<file path="config.mk">
export PLATFORM = sky130hd
export DESIGN_NAME = serial_field_sequencer
export DESIGN_NICKNAME = d
export VERILOG_FILES = /design/src/rtl/serial_field_seq_pkg.sv /design/src/rtl/serial_field_seq_shifter.sv /design/src/rtl/serial_field_sequencer.sv
export SDC_FILE = /design/constraint.sdc
export NUM_CORES = 1
export LEC_CHECK = 0
export CORE_MARGIN = 1
export CORE_UTILIZATION = 45
export DETAILED_ROUTE_END_ITERATION = 16
export GPL_TIMING_DRIVEN = 0
export SYNTH_ARGS = -nofsm -noshare
export SYNTH_HDL_FRONTEND = slang
export SYNTH_SLANG_ARGS = --single-unit
</file>
<file path="constraint.sdc">
create_clock -name clk -period 9.25 [get_ports clk]
set_input_delay 2.775 -clock clk [delete_from_list [all_inputs] [get_ports clk]]
set_output_delay 2.775 -clock clk [all_outputs]
set_load 0.1 [all_outputs]
</file>
<file path="src/rtl/serial_field_seq_pkg.sv">
// Shared types for the serial field sequencer: FSM states, table entry layout and its reset value.
// Entry widths follow the default sizing; change them here together with the top-level parameters.
package serial_field_seq_pkg;

  localparam int SFS_NUM_STATES  = 8;
  localparam int SFS_MAX_FIELD_W = 32;
  localparam int SFS_STATE_W     = (SFS_NUM_STATES > 1) ? $clog2(SFS_NUM_STATES) : 1;
  localparam int SFS_LEN_W       = $clog2(SFS_MAX_FIELD_W + 1);

  typedef enum logic {
    IDLE    = 1'b0,
    CAPTURE = 1'b1
  } seq_state_e;

  typedef struct packed {
    logic [SFS_LEN_W-1:0]   len;
    logic [SFS_STATE_W-1:0] next;
    logic                   lsb_first;
    logic                   last;
  } entry_t;

  localparam entry_t ENTRY_RST = '{len: '0, next: '0, lsb_first: 1'b0, last: 1'b1};

endpackage

</file>
<file path="src/rtl/serial_field_seq_shifter.sv">
// Bit accumulator for one field: MSB-first shift or LSB-first indexed placement, with a bit counter.
// done/data describe the field as it stands after the current sample, so the caller can latch it on that edge.
module field_shifter #(
  parameter int MAX_FIELD_W = 32,
  parameter int LEN_W       = 6
) (
  input  logic                   clk,
  input  logic                   rst,
  input  logic                   clear,
  input  logic                   sample,
  input  logic                   sdata,
  input  logic                   lsb_first,
  input  logic [LEN_W-1:0]       len,
  output logic                   done,
  output logic [MAX_FIELD_W-1:0] data
);

  logic [MAX_FIELD_W-1:0] sh_q, sh_d, sh_upd;
  logic [LEN_W-1:0]       cnt_q, cnt_d, cnt_upd;

  always_comb begin
    sh_upd  = sh_q;
    cnt_upd = cnt_q;
    if (sample) begin
      if (lsb_first) sh_upd = sh_q | (MAX_FIELD_W'(sdata) << cnt_q);
      else           sh_upd = {sh_q[MAX_FIELD_W-2:0], sdata};
      cnt_upd = cnt_q + LEN_W'(1);
    end
    done = sample && (cnt_upd == len);
    data = sh_upd;
    // Clear wins over sample so the completing edge also primes the next field.
    sh_d  = clear ? '0 : sh_upd;
    cnt_d = clear ? '0 : cnt_upd;
  end

  always_ff @(posedge clk) begin
    if (!rst) begin
      sh_q  <= '0;
      cnt_q <= '0;
    end else begin
      sh_q  <= sh_d;
      cnt_q <= cnt_d;
    end
  end

endmodule

</file>
<file path="src/rtl/serial_field_sequencer.sv">
// Table-driven serial capture sequencer: walks programmed states, emitting one field per state.
// Optional SERIAL_FIELD_SEQ_TIMESTAMP_EN adds a free-running cycle counter and the fld_ts output.
module serial_field_sequencer
  import serial_field_seq_pkg::*;
#(
  parameter int NUM_STATES  = SFS_NUM_STATES,
  parameter int MAX_FIELD_W = SFS_MAX_FIELD_W,
  parameter int START_STATE = 0,
  localparam int STATE_W    = (NUM_STATES > 1) ? $clog2(NUM_STATES) : 1,
  localparam int LEN_W      = $clog2(MAX_FIELD_W + 1)
) (
  input  logic                   clk,
  input  logic                   rst,
  input  logic                   cfg_we,
  input  logic [STATE_W-1:0]     cfg_addr,
  input  logic [LEN_W-1:0]       cfg_len,
  input  logic [STATE_W-1:0]     cfg_next,
  input  logic                   cfg_lsb_first,
  input  logic                   cfg_last,
  output logic                   cfg_err,
  input  logic                   start,
  input  logic                   abort,
  input  logic                   sample_en,
  input  logic                   sdata,
  output logic                   busy,
  output logic                   fld_valid,
  output logic [MAX_FIELD_W-1:0] fld_data,
  output logic [STATE_W-1:0]     fld_state,
  output logic                   frame_done
`ifdef SERIAL_FIELD_SEQ_TIMESTAMP_EN
  ,
  output logic [31:0]            fld_ts
`endif
);

  seq_state_e             state_q, state_d;
  logic [STATE_W-1:0]     cur_q, cur_d;
  entry_t                 tbl_q [NUM_STATES];
  entry_t                 tbl_d [NUM_STATES];
  entry_t                 ent;
  logic                   busy_q, busy_d;
  logic                   fld_valid_q, fld_valid_d;
  logic                   frame_done_q, frame_done_d;
  logic                   cfg_err_q, cfg_err_d;
  logic [MAX_FIELD_W-1:0] fld_data_q, fld_data_d;
  logic [STATE_W-1:0]     fld_state_q, fld_state_d;
  logic                   sh_clear, sh_sample, sh_done;
  logic [MAX_FIELD_W-1:0] sh_data;
`ifdef SERIAL_FIELD_SEQ_TIMESTAMP_EN
  logic [31:0]            ts_q, ts_d, fld_ts_q, fld_ts_d;
`endif

  assign ent = tbl_q[cur_q];

  field_shifter #(
    .MAX_FIELD_W (MAX_FIELD_W),
    .LEN_W       (LEN_W)
  ) u_shifter (
    .clk       (clk),
    .rst       (rst),
    .clear     (sh_clear),
    .sample    (sh_sample),
    .sdata     (sdata),
    .lsb_first (ent.lsb_first),
    .len       (ent.len),
    .done      (sh_done),
    .data      (sh_data)
  );

  always_comb begin
    state_d      = state_q;
    cur_d        = cur_q;
    tbl_d        = tbl_q;
    fld_valid_d  = 1'b0;
    frame_done_d = 1'b0;
    cfg_err_d    = 1'b0;
    fld_data_d   = fld_data_q;
    fld_state_d  = fld_state_q;
    sh_clear     = 1'b0;
    sh_sample    = 1'b0;
`ifdef SERIAL_FIELD_SEQ_TIMESTAMP_EN
    ts_d         = ts_q + 32'd1;
    fld_ts_d     = fld_ts_q;
`endif

    // The table is only writable while idle, so a running frame never sees it change.
    if (cfg_we) begin
      if (state_q != IDLE || cfg_len > LEN_W'(MAX_FIELD_W)) begin
        cfg_err_d = 1'b1;
      end else begin
        tbl_d[cfg_addr] = '{len: cfg_len, next: cfg_next, lsb_first: cfg_lsb_first, last: cfg_last};
      end
    end

    case (state_q)
      IDLE: begin
        if (start && !abort) begin
          state_d  = CAPTURE;
          cur_d    = STATE_W'(START_STATE);
          sh_clear = 1'b1;
        end
      end
      CAPTURE: begin
        if (abort) begin
          state_d  = IDLE;
          sh_clear = 1'b1;
        end else if (ent.len == '0) begin
          sh_clear = 1'b1;
          if (ent.last) state_d = IDLE;
          else          cur_d   = ent.next;
        end else if (sample_en) begin
          sh_sample = 1'b1;
          if (sh_done) begin
            fld_valid_d = 1'b1;
            fld_data_d  = sh_data;
            fld_state_d = cur_q;
            sh_clear    = 1'b1;
`ifdef SERIAL_FIELD_SEQ_TIMESTAMP_EN
            fld_ts_d    = ts_q;
`endif
            if (ent.last) begin
              frame_done_d = 1'b1;
              state_d      = IDLE;
            end else begin
              cur_d = ent.next;
            end
          end
        end
      end
      default: state_d = IDLE;
    endcase

    busy_d = (state_d == CAPTURE);
  end

  always_ff @(posedge clk) begin
    if (!rst) begin
      state_q      <= IDLE;
      cur_q        <= '0;
      busy_q       <= 1'b0;
      fld_valid_q  <= 1'b0;
      frame_done_q <= 1'b0;
      cfg_err_q    <= 1'b0;
      fld_data_q   <= '0;
      fld_state_q  <= '0;
      for (int i = 0; i < NUM_STATES; i++) tbl_q[i] <= ENTRY_RST;
`ifdef SERIAL_FIELD_SEQ_TIMESTAMP_EN
      ts_q         <= '0;
      fld_ts_q     <= '0;
`endif
    end else begin
      state_q      <= state_d;
      cur_q        <= cur_d;
      busy_q       <= busy_d;
      fld_valid_q  <= fld_valid_d;
      frame_done_q <= frame_done_d;
      cfg_err_q    <= cfg_err_d;
      fld_data_q   <= fld_data_d;
      fld_state_q  <= fld_state_d;
      tbl_q        <= tbl_d;
`ifdef SERIAL_FIELD_SEQ_TIMESTAMP_EN
      ts_q         <= ts_d;
      fld_ts_q     <= fld_ts_d;
`endif
    end
  end

  assign busy       = busy_q;
  assign fld_valid  = fld_valid_q;
  assign frame_done = frame_done_q;
  assign cfg_err    = cfg_err_q;
  assign fld_data   = fld_data_q;
  assign fld_state  = fld_state_q;
`ifdef SERIAL_FIELD_SEQ_TIMESTAMP_EN
  assign fld_ts     = fld_ts_q;
`endif

endmodule

</file>
==> results.tsv <==
stage	metric	value	unit
die	die area	0.0183	mm^2
logic_synthesis	Post-synth ARST share	0	%
status	status	completed	
logic_synthesis	area share of the largest cell type after synthesis	42.1	%
critical_path	startpoint types	primary input	
die	I/O pin cnt	60	
placed_design	detailed placement HPWL	14400	um
die	row count	48	
power	Overall Power	1.48	mW
detailed_routing	DRT Pass-1 Iters	4	
timing	Final Cycle Share	56.6	%
grt	first-pass GRT wire length	32600	um
grt	largest net degree at the start of global routing	17	
clocking	total CTS buffers	17	
timing	RSZ-0062 raised after global routing	false	
logic_synthesis	cell taking the most area after synthesis	dfxtp_1	
timing	Setup Skew	0.00984	ns
hold_path	hold crit path type	reg -> reg	
timing	max-slew violation count	0	
logic_synthesis	Cells after Synth	822	
final_layout	Fillers	1583	
grt	GRT Total Usage	23.4	%
detailed_routing	DRC	0	
logic_synthesis	Mapped Area	0.00799	mm^2
logic_synthesis	post-synth cell types	57	
clocking	clock buffer depth	2	
final_layout	fraction of layout cells with a size suffix above 1	11.1	%
logic_synthesis	Ys Warns	0	
detailed_routing	DRT Wirelength	20200	um
clocking	post-CTS sizing	0	
critical_path	Crit Path Max Fanout	10	
power	Pleak	3.08	nW
final_layout	Nets	911	
clocking	Sink Count	168	
logic_synthesis	top_reg_cell synth	dfxtp_1	
flow_run	max-cap viol count	0	
power	Max VDD drop	0.138	mV
logic_synthesis	sequential share of the synthesized area	42.1	%
detailed_routing	initial drt markers	346	
detailed_routing	vias per inst	5.54	
timing	Final Hold Fails	0	
final_layout	n_diodes	0	
clocking	Root Driver	clkbuf_16	
timing	Worst-Margin Slew	1.08	ns
timing	Worst slew margin	27.8	%
clocking	TritonCTS clock tree	done	
logic_synthesis	dominant cells by area after synthesis	dfxtp_1 42%, mux2i_1 14%, nor2b_1 6.5%	
die	Die X	135	um
critical_path	kind of critical path	in -> reg	
logic_synthesis	mean post-synth cell area	9.72	um^2
die	Initial Util	46.2	%
timing	Final Critical Period	5.23	ns
detailed_routing	Vias	6236	
timing	f_max	191	MHz
grt	total global routing overflow	0	
timing	setup violators final	0	
logic_synthesis	#FFs+latches synth	168	
timing	post-route setup TNS	0	ns
grt	vias in the first global route	6270	
detailed_routing	WL per Instance	17.9	um
die	core area	0.0173	mm^2
placed_design	I/O Buffers	48	
grt	initial antenna violation count	0	
power	Pwr Density	159	mW/mm^2
critical_path	CP required	9.56	ns
clocking	CTS clk-pin slew, worst paths	0.06	ns
clocking	H-tree levels	4	
final_layout	register area	0.00336	mm^2
die	Chip Height	135	um
critical_path	CP endpoint kind	register	
clocking	post-CTS setup buffers	0	
logic_synthesis	Post-synth EDFFs	0	
final_layout	multi-input logic area	0.00424	mm^2
clocking	cts hold-fix bufs	0	
clocking	Clock Latency Late Sink	0.44	ns
detailed_routing	ANT nets after route	0	
critical_path	Worst EP arrival	5.54	ns
logic_synthesis	Mapped Nets	844	
final_layout	area grow syn2layout	16.6	%
placed_design	Routability Congestion	0.869	
[cells in the final DEF, fill, tap and decap left out, types with 21 or more instances in the layout]
master             n
mux2i_1          108
o221ai_1          32
nor2b_1           83
nor2_1            68
o22ai_1           34
clkdlybuf4s50_1   48
dfxtp_1          168
a21oi_1           35
clkbuf_1          41
a21boi_0          21
nand2_1           63
[flip-flops by register name, indices dropped and copies added (netlist names)]
signal,flops
frame_done,1
u_shifter.cnt_q,6
cfg_err,1
fld_state,3
u_shifter.sh_q,32
tbl_q,88
cur_q,3
busy,1
fld_data,32
fld_valid,1
[cell families after synthesis]
family,Yosys count,share of synthesized area [%]
and+or+nand+nor,279,19.1
xor gates and xnor gates,7,0.767
buffers and inverters,77,4.93
muxes,125,17.9
DFF,168,42.1
adders and majority gates,1,0.157
AOI/OAI and AO/OA,165,15.0
[path summary, 6_finish.rpt]
kind | endpoint | cells past startpoint | slack (ns) | from
max | tbl_q[77]$_SDFFE_PN1P_ | 8 | 4.02 | cfg_len[1]
min | fld_data[10]$_SDFFE_PN0P_ | 2 | 0.45 | fld_data[10]$_SDFFE_PN0P_
max reg2reg | cur_q[2]$_SDFFE_PN0P_ | 9 | 6.09 | cur_q[0]$_SDFFE_PN0P_
min reg2reg | fld_data[10]$_SDFFE_PN0P_ | 2 | 0.45 | fld_data[10]$_SDFFE_PN0P_
[per-layer routing]
metal | global-route usage [%] | wire length, um | up-vias
met4 | 11.0 | 624 | 0
met5 | 0 | 0 | -
met1 | 28.5 | 9110 | 2995
li1 | - | - | 3069
met2 | 39.6 | 9830 | 137
met3 | 4.45 | 648 | 35
[cells in the mapped netlist (7+ instances only)]
cell type and count:
nand3_1 7, a21boi_0 21, buf_2 16, nand2_1 63, mux2i_1 108, nor3_1 7, nor2_1 68, a21oi_1 35
mux4_2 13, o22ai_1 34, nor2_4 20, nor2b_1 83, dfxtp_1 168, a21boi_1 15, clkbuf_1 41, o221ai_1 32
[area by class of cell]
type	instances	share of cell area (%)
multi-input cells	577	45.4
flip-flops and latches	168	36.1
repair buffers	48	5.16
clock buffers	20	5.01
plain buffers	72	4.03
well taps	225	3.02
clock inverters	11	1.05
inverters	5	0.201
[worst max-delay path: stages]
cell and delay (ns):
clkbuf_1 0.21, or4_1 0.58, o21ai_0 0.44, nand4_1 0.26, or3_1 0.40, clkbuf_1 0.48, mux2i_1 0.32, nand2_1 0.07
[per-stage QoR]
stage | setup WS (ns) | cells | utilization [%] | hold slack [ns] | instance area, um^2
finish | 4.02 | 1126 | 53.9 | 0.447 | 9320
global placement | 3.64 | 1095 | 50.6 | 0.437 | 8750
CTS | 4.04 | 1126 | 53.9 | 0.451 | 9320
floorplan | 4.36 | 822 | - | 0.436 | 7990
global route | 3.82 | 1126 | 53.9 | 0.468 | 9320
detailed placement | 3.60 | 1095 | 50.6 | 0.443 | 8750
[report_power, final]
group	internal (mW)	switching, mW	total [mW]
clock	0.389	0.289	0.677
combinational	0.0289	0.0452	0.0741
sequential	0.729	0.00287	0.732
total	1.15	0.337	1.48
No activity file was read; power rests on OpenSTA's default activity.
